File: src/rtl/fetch_stage_if.sv
// Instruction-memory bus between the fetch stage and instruction memory.
//   imem_req   : one-cycle request strobe (fetch -> memory)
//   imem_addr  : word address, meaningful while imem_req=1
//   imem_valid : response strobe, imem_data valid this cycle (memory -> fetch)
//   imem_data  : returned instruction word
// Handshake: a request is accepted on any clock edge where imem_req=1 (no
// ready); the memory answers in order with exactly one imem_valid pulse per
// request, at least one cycle later. The fetch stage keeps one request open.
interface fetch_stage_if #(
  parameter int PC_WIDTH    = 16,
  parameter int INSTR_WIDTH = 32
);
  logic                   imem_req;
  logic [PC_WIDTH-1:0]    imem_addr;
  logic                   imem_valid;
  logic [INSTR_WIDTH-1:0] imem_data;

  modport master (
    output imem_req,
    output imem_addr,
    input  imem_valid,
    input  imem_data
  );

  modport slave (
    input  imem_req,
    input  imem_addr,
    output imem_valid,
    output imem_data
  );
endinterface

File: src/rtl/fetch_stage.sv
// Instruction-fetch stage. Owns the program counter, issues one request at a
// time over the imem bus, and presents each returned instruction with its PC
// in the IF/ID register consumed by decode.
// Ports:
//   clk, reset      : clock, asynchronous active-high reset
//   mem             : instruction-memory bus (master side)
//   stall           : decode cannot accept; IF/ID register holds
//   redirect_valid  : taken branch/jump, restart fetch at redirect_pc
//   redirect_pc     : redirect target
//   if_valid/if_instr/if_pc/if_pc_next : IF/ID register contents
//   dbg_state       : FSM state (0 ISSUE, 1 WAIT, 2 HOLD, 3 DRAIN)
module fetch_stage #(
  parameter int                  PC_WIDTH    = 16,
  parameter int                  INSTR_WIDTH = 32,
  parameter logic [PC_WIDTH-1:0] RESET_PC    = '0
) (
  input  logic                   clk,
  input  logic                   reset,
  fetch_stage_if.master          mem,
  input  logic                   stall,
  input  logic                   redirect_valid,
  input  logic [PC_WIDTH-1:0]    redirect_pc,
  output logic                   if_valid,
  output logic [INSTR_WIDTH-1:0] if_instr,
  output logic [PC_WIDTH-1:0]    if_pc,
  output logic [PC_WIDTH-1:0]    if_pc_next,
  output logic [1:0]             dbg_state
);

  typedef enum logic [1:0] {
    ISSUE = 2'd0,
    WAIT  = 2'd1,
    HOLD  = 2'd2,
    DRAIN = 2'd3
  } state_t;

  state_t                 state;
  logic [PC_WIDTH-1:0]    pc;
  logic                   hold_valid;
  logic [INSTR_WIDTH-1:0] hold_instr;
  logic [PC_WIDTH-1:0]    hold_pc;

  // A redirect suppresses the request in the same cycle, so the stale pc is
  // never sent to memory.
  assign mem.imem_req  = !reset && (state == ISSUE) && !redirect_valid;
  assign mem.imem_addr = pc;
  assign dbg_state     = state;

  always_ff @(posedge clk or posedge reset) begin
    if (reset) begin
      state      <= ISSUE;
      pc         <= RESET_PC;
      if_valid   <= 1'b0;
      if_instr   <= '0;
      if_pc      <= '0;
      if_pc_next <= '0;
      hold_valid <= 1'b0;
      hold_instr <= '0;
      hold_pc    <= '0;
    end else if (redirect_valid) begin
      pc         <= redirect_pc;
      if_valid   <= 1'b0;
      hold_valid <= 1'b0;
      // A response that lands in this same cycle is dropped here, so DRAIN is
      // only needed while the outstanding response is still to come.
      if ((state == WAIT || state == DRAIN) && !mem.imem_valid) begin
        state <= DRAIN;
      end else begin
        state <= ISSUE;
      end
    end else begin
      // Decode takes the slot on any non-stalled edge; a load below wins.
      if (if_valid && !stall) begin
        if_valid <= 1'b0;
      end
      case (state)
        ISSUE: begin
          state <= WAIT;
        end
        WAIT: begin
          if (mem.imem_valid) begin
            pc <= pc + 1'b1;
            if (!if_valid || !stall) begin
              if_valid   <= 1'b1;
              if_instr   <= mem.imem_data;
              if_pc      <= pc;
              if_pc_next <= pc + 1'b1;
              state      <= ISSUE;
            end else begin
              hold_valid <= 1'b1;
              hold_instr <= mem.imem_data;
              hold_pc    <= pc;
              state      <= HOLD;
            end
          end
        end
        HOLD: begin
          if (!stall) begin
            if_valid   <= hold_valid;
            if_instr   <= hold_instr;
            if_pc      <= hold_pc;
            if_pc_next <= hold_pc + 1'b1;
            hold_valid <= 1'b0;
            state      <= ISSUE;
          end
        end
        DRAIN: begin
          if (mem.imem_valid) begin
            state <= ISSUE;
          end
        end
        default: state <= ISSUE;
      endcase
    end
  end

endmodule
File: src/flat_wrapper.sv
// flat-port wrapper written by rule: the top's interface ports become plain ports
module fetch_stage_flat 
#(
  parameter int                  PC_WIDTH    = 16,
  parameter int                  INSTR_WIDTH = 32,
  parameter logic [PC_WIDTH-1:0] RESET_PC    = '0
)
  (clk, reset, stall, redirect_valid, redirect_pc, if_valid, if_instr, if_pc, if_pc_next, dbg_state, mem_imem_req, mem_imem_addr, mem_imem_valid, mem_imem_data);
  fetch_stage_if #(.PC_WIDTH(PC_WIDTH), .INSTR_WIDTH(INSTR_WIDTH)) mem_i ();
  input  logic clk;
  input  logic reset;
  input  logic stall;
  input  logic redirect_valid;
  input  logic [PC_WIDTH-1:0] redirect_pc;
  output logic if_valid;
  output logic [INSTR_WIDTH-1:0] if_instr;
  output logic [PC_WIDTH-1:0] if_pc;
  output logic [PC_WIDTH-1:0] if_pc_next;
  output logic [1:0] dbg_state;
  output wire logic [$bits(mem_i.imem_req)-1:0] mem_imem_req;
  output wire logic [$bits(mem_i.imem_addr)-1:0] mem_imem_addr;
  input wire logic [$bits(mem_i.imem_valid)-1:0] mem_imem_valid;
  input wire logic [$bits(mem_i.imem_data)-1:0] mem_imem_data;
  assign mem_imem_req = mem_i.imem_req;
  assign mem_imem_addr = mem_i.imem_addr;
  assign mem_i.imem_valid = mem_imem_valid;
  assign mem_i.imem_data = mem_imem_data;
  fetch_stage #(.PC_WIDTH(PC_WIDTH), .INSTR_WIDTH(INSTR_WIDTH), .RESET_PC(RESET_PC)) u_core (.clk(clk), .reset(reset), .mem(mem_i), .stall(stall), .redirect_valid(redirect_valid), .redirect_pc(redirect_pc), .if_valid(if_valid), .if_instr(if_instr), .if_pc(if_pc), .if_pc_next(if_pc_next), .dbg_state(dbg_state));
endmodule
File: config.mk
export PLATFORM = sky130hd
export DESIGN_NAME = fetch_stage_flat
export DESIGN_NICKNAME = d
export VERILOG_FILES = /design/src/rtl/fetch_stage_if.sv /design/src/rtl/fetch_stage.sv /design/src/flat_wrapper.sv
export SDC_FILE = /design/constraint.sdc
export NUM_CORES = 1
export LEC_CHECK = 0
export BUFFER_PORTS_ARGS = -buffer_cell sky130_fd_sc_hd__buf_4
export CORE_MARGIN = 4
export CORE_UTILIZATION = 40
export CTS_BUF_LIST = sky130_fd_sc_hd__clkbuf_4
export DETAILED_ROUTE_END_ITERATION = 7
export MAX_ROUTING_LAYER = met4
export SETUP_SLACK_MARGIN = 0.02
export SYNTH_ARGS = -nofsm -noshare
export SYNTH_HDL_FRONTEND = slang
export SYNTH_SLANG_ARGS = --single-unit
File: constraint.sdc
create_clock -name clk -period 3.7 [get_ports clk]
set_clock_uncertainty 0.15 [all_clocks]
set_input_delay 0.185 -clock clk [delete_from_list [all_inputs] [get_ports clk]]
set_output_delay 0.185 -clock clk [all_outputs]
set_load 0.01 [all_outputs]
==> reports/results.ini <==
[die]
ioPinCount=137
initial_core_util_pct=40.55
die-area_um2=18140
die_w_um=134.7
die_y_um=134.7
rows=46
fp.coreArea_um2=15830

[synthesis]
synth_top_flop_cell=dfrtp_1
yosysSeqAreaShare_pct=51.46
synthTopCellsByArea=dfrtp_1 (51%), mux2i_1 (9.2%), mux2_2 (7.9%)
yosysWarnings=0
synth_cells=600
ys_async_sr_fraction_pct=100.0
synth_area_um2=6419
synth-seq-cells=132
synth_nets=659
synth_cell_type_count=44
synth_edf_count=0
yosys.area.top_type_share_pct=51.46
synth_largest_area_cell=dfrtp_1
avgSynthCellArea_um2=10.70

[clocking]
htreeDepth=4
ctsHoldBuffers=85
clk_latency_ns=0.54
cts_buffer_depth=2
cts-root-buf=clkbuf_4
cts_setup_buffers=0
clk_pin_slew_ns=0.11
cts_made_buffers=17
cts_resized=0
cts_tree=done
clock_sinks=132

[pwr]
p_leak_nw=4.038
p_comb_share_pct=39.7
power-per-cell-area_nw_per_um2=656.8
vdd_ir_drop_max_uv=330.1
clock_power_share_pct=18.5
swShare_pct=36.07
p_int_mw=3.681
seqPwrFrac_pct=41.8
p_total_mw=5.758
power_switching_mw=2.077

[flow_run]
maxCapViolCount=0

[route]
wire_per_inst_um=15.50
routed_via_density=4.901
drtAntennaViolNets=0
first_iter_violations=267
drt-pass1-iter-count=5
drt-total-wl_um=16110
drc=0
vias=5092

[timing]
slew_headroom_pct=46.31
rsz0062_at_grt=no
whs_ns=0.03605
drv_slew=0
tns_ns=0
fmaxAchievable_ghz=0.3584
timing.final.crit_share_pct=75.41
setup_viol=0
tightestPinTransition_ns=0.8054
setup_slack_ns=0.9097
finalHoldViolations=0
fin_crit_ns=2.790

[global_routing]
grt_overflow_total=0
track_usage_pct=18.96
grt_first_pass_wirelength_um=26320
antenna_found_initial=1
grt_pass1_vias=5297
grt_max_degree=67

[final_layout]
final_common_cell=buf_4
multi_input_area_um2=2902
n_fill_cell=1389
design_area_um2=8767
seqCellArea_um2=3303
final_cell_mix=buf_4 (143), dfrtp_1 (132), nand2_1 (98)
utilization_pct=55.39
nets=868
layout.cells.non_filler=1039
syn2layout_area_growth_pct=36.59
drive_gt1_share_pct=28.38

[worst_setup_path]
cp_max_fo=10
end_kind=flip-flop
critical-path-top-delay-family=simple AND/OR/NAND/NOR gates
max_stage_delay_ns=0.55
start_kind=flip-flop
crit_buf_inv=2
crit_chain=inv_1 > ha_1 > nand2_2 > nor3_1 > nand3_1 > xor2_1 > o21ai_0 > dlygate4sd3_1
slowest_stage=dlygate4sd3_1
critical_path_arrival_ns=3.12
worstPathRequired_ns=4.03
critPathKind=flip-flop to flip-flop

[run_status]
status=finished clean

[place]
io_buffers=136
place_congestion=0.8286
dp_slack_ns=1.134
dpl-instance-area_um2=7601
placedCellCount=921
dp_hpwl_um=10830

[hold_path]
min_path_type=input pin to async pin

-- flip-flops by register name, indices dropped and copies added (netlist names) --
register	count
u_core.hold_instr	32
u_core.if_instr	32
u_core.hold_pc	16
u_core.if_pc	16
u_core.if_pc_next	16
u_core.mem.imem_addr	16
u_core.dbg_state	2
u_core.hold_valid	1
u_core.if_valid	1
-- power groups by stage --
stage / clock network (mW) / registers (mW) / logic [mW]
6_report: 1.07 / 2.40 / 2.29
5_1_grt: 1.18 / 2.48 / 2.54
4_1_cts: 1.11 / 2.41 / 2.33
3_5_place_dp: 0 / 2.44 / 2.24
3_3_place_gp: 0 / 2.41 / 2.19
2_1_floorplan: 0 / 2.49 / 1.24
-- kinds of logic (layout without fill, tap and decap cells) --
group                    Yosys count  count (layout)  share of synthesized area, %
AND/OR/NAND/NOR                  167             167                         12.85
XOR/XNOR                          41              41                         5.594
flip-flops                       132             132                         51.46
multiplexers                     104             104                         17.10
AO/OA/AOI/OAI                     99              99                         8.207
buffers and inverters             51             272                         3.626
adder cells (fa/ha/maj)            6               6                         1.170
other                              0               2                             0
-- synthesized netlist by cell type (2+ instances only) --
| cell | instances |
|---|---|
| dfrtp_1 | 132 |
| nand2_1 | 98 |
| o21ai_0 | 82 |
| mux2i_1 | 59 |
| mux2_2 | 45 |
| xor2_1 | 22 |
| xnor2_1 | 19 |
| buf_2 | 18 |
| clkbuf_1 | 16 |
| nor2_1 | 15 |
| inv_1 | 13 |
| nand3_1 | 13 |
| nor3_1 | 10 |
| a21oi_1 | 7 |
| ha_1 | 6 |
| nor4_1 | 6 |
| buf_4 | 3 |
| nand4_1 | 3 |
| and2_1 | 2 |
| nand3_2 | 2 |
| nand4_2 | 2 |
| nor3_4 | 2 |
| nor3b_1 | 2 |
| o21ai_1 | 2 |
| o32a_1 | 2 |
-- worst paths after layout --
check                                startpoint                  endpoint  slack (ns)  cells after the start
max                         u_core.dbg_state[1]  u_core.mem.imem_addr[12]        0.91                      8
min                                       reset      u_core.if_pc_next[3]        0.04                      3
max reg2reg                 u_core.dbg_state[1]  u_core.mem.imem_addr[12]        0.91                      8
min reg2reg                u_core.if_pc_next[9]      u_core.if_pc_next[9]        0.34                      2
max in group asynchronous                 reset     u_core.hold_instr[10]        2.24                      4
min in group clk              mem_imem_data[22]     u_core.hold_instr[22]        0.26                      3
-- worst register-to-register path, stage by stage, from the launching register on --
cell	delay, ns
dfrtp_1	0.46
inv_1	0.10
ha_1	0.31
nand2_2	0.26
nor3_1	0.44
nand3_1	0.15
xor2_1	0.16
o21ai_0	0.15
dlygate4sd3_1	0.55
-- layer usage --
layer	share of wire [%]	wire length (um)	vias to the layer above	global-route usage [%]
met5	0	0	-	-
met4	2.0	324	0	7.296
met3	4.9	797	20	4.359
met2	50	8044	131	30.96
met1	43	6938	2446	22.99
li1	-	-	2495	-
-- cell type report --
class                   instances  share of cell area [%]
multi-input cells             417                   33.10
clock buffers                  20                   1.713
repair buffers                228                   21.95
inverters                      13                  0.5994
clock inverters                11                   1.827
well taps                     216                   3.083
diodes                          2                 0.05709
flip-flops and latches        132                   37.68
(Power assumes the default switching activity.)
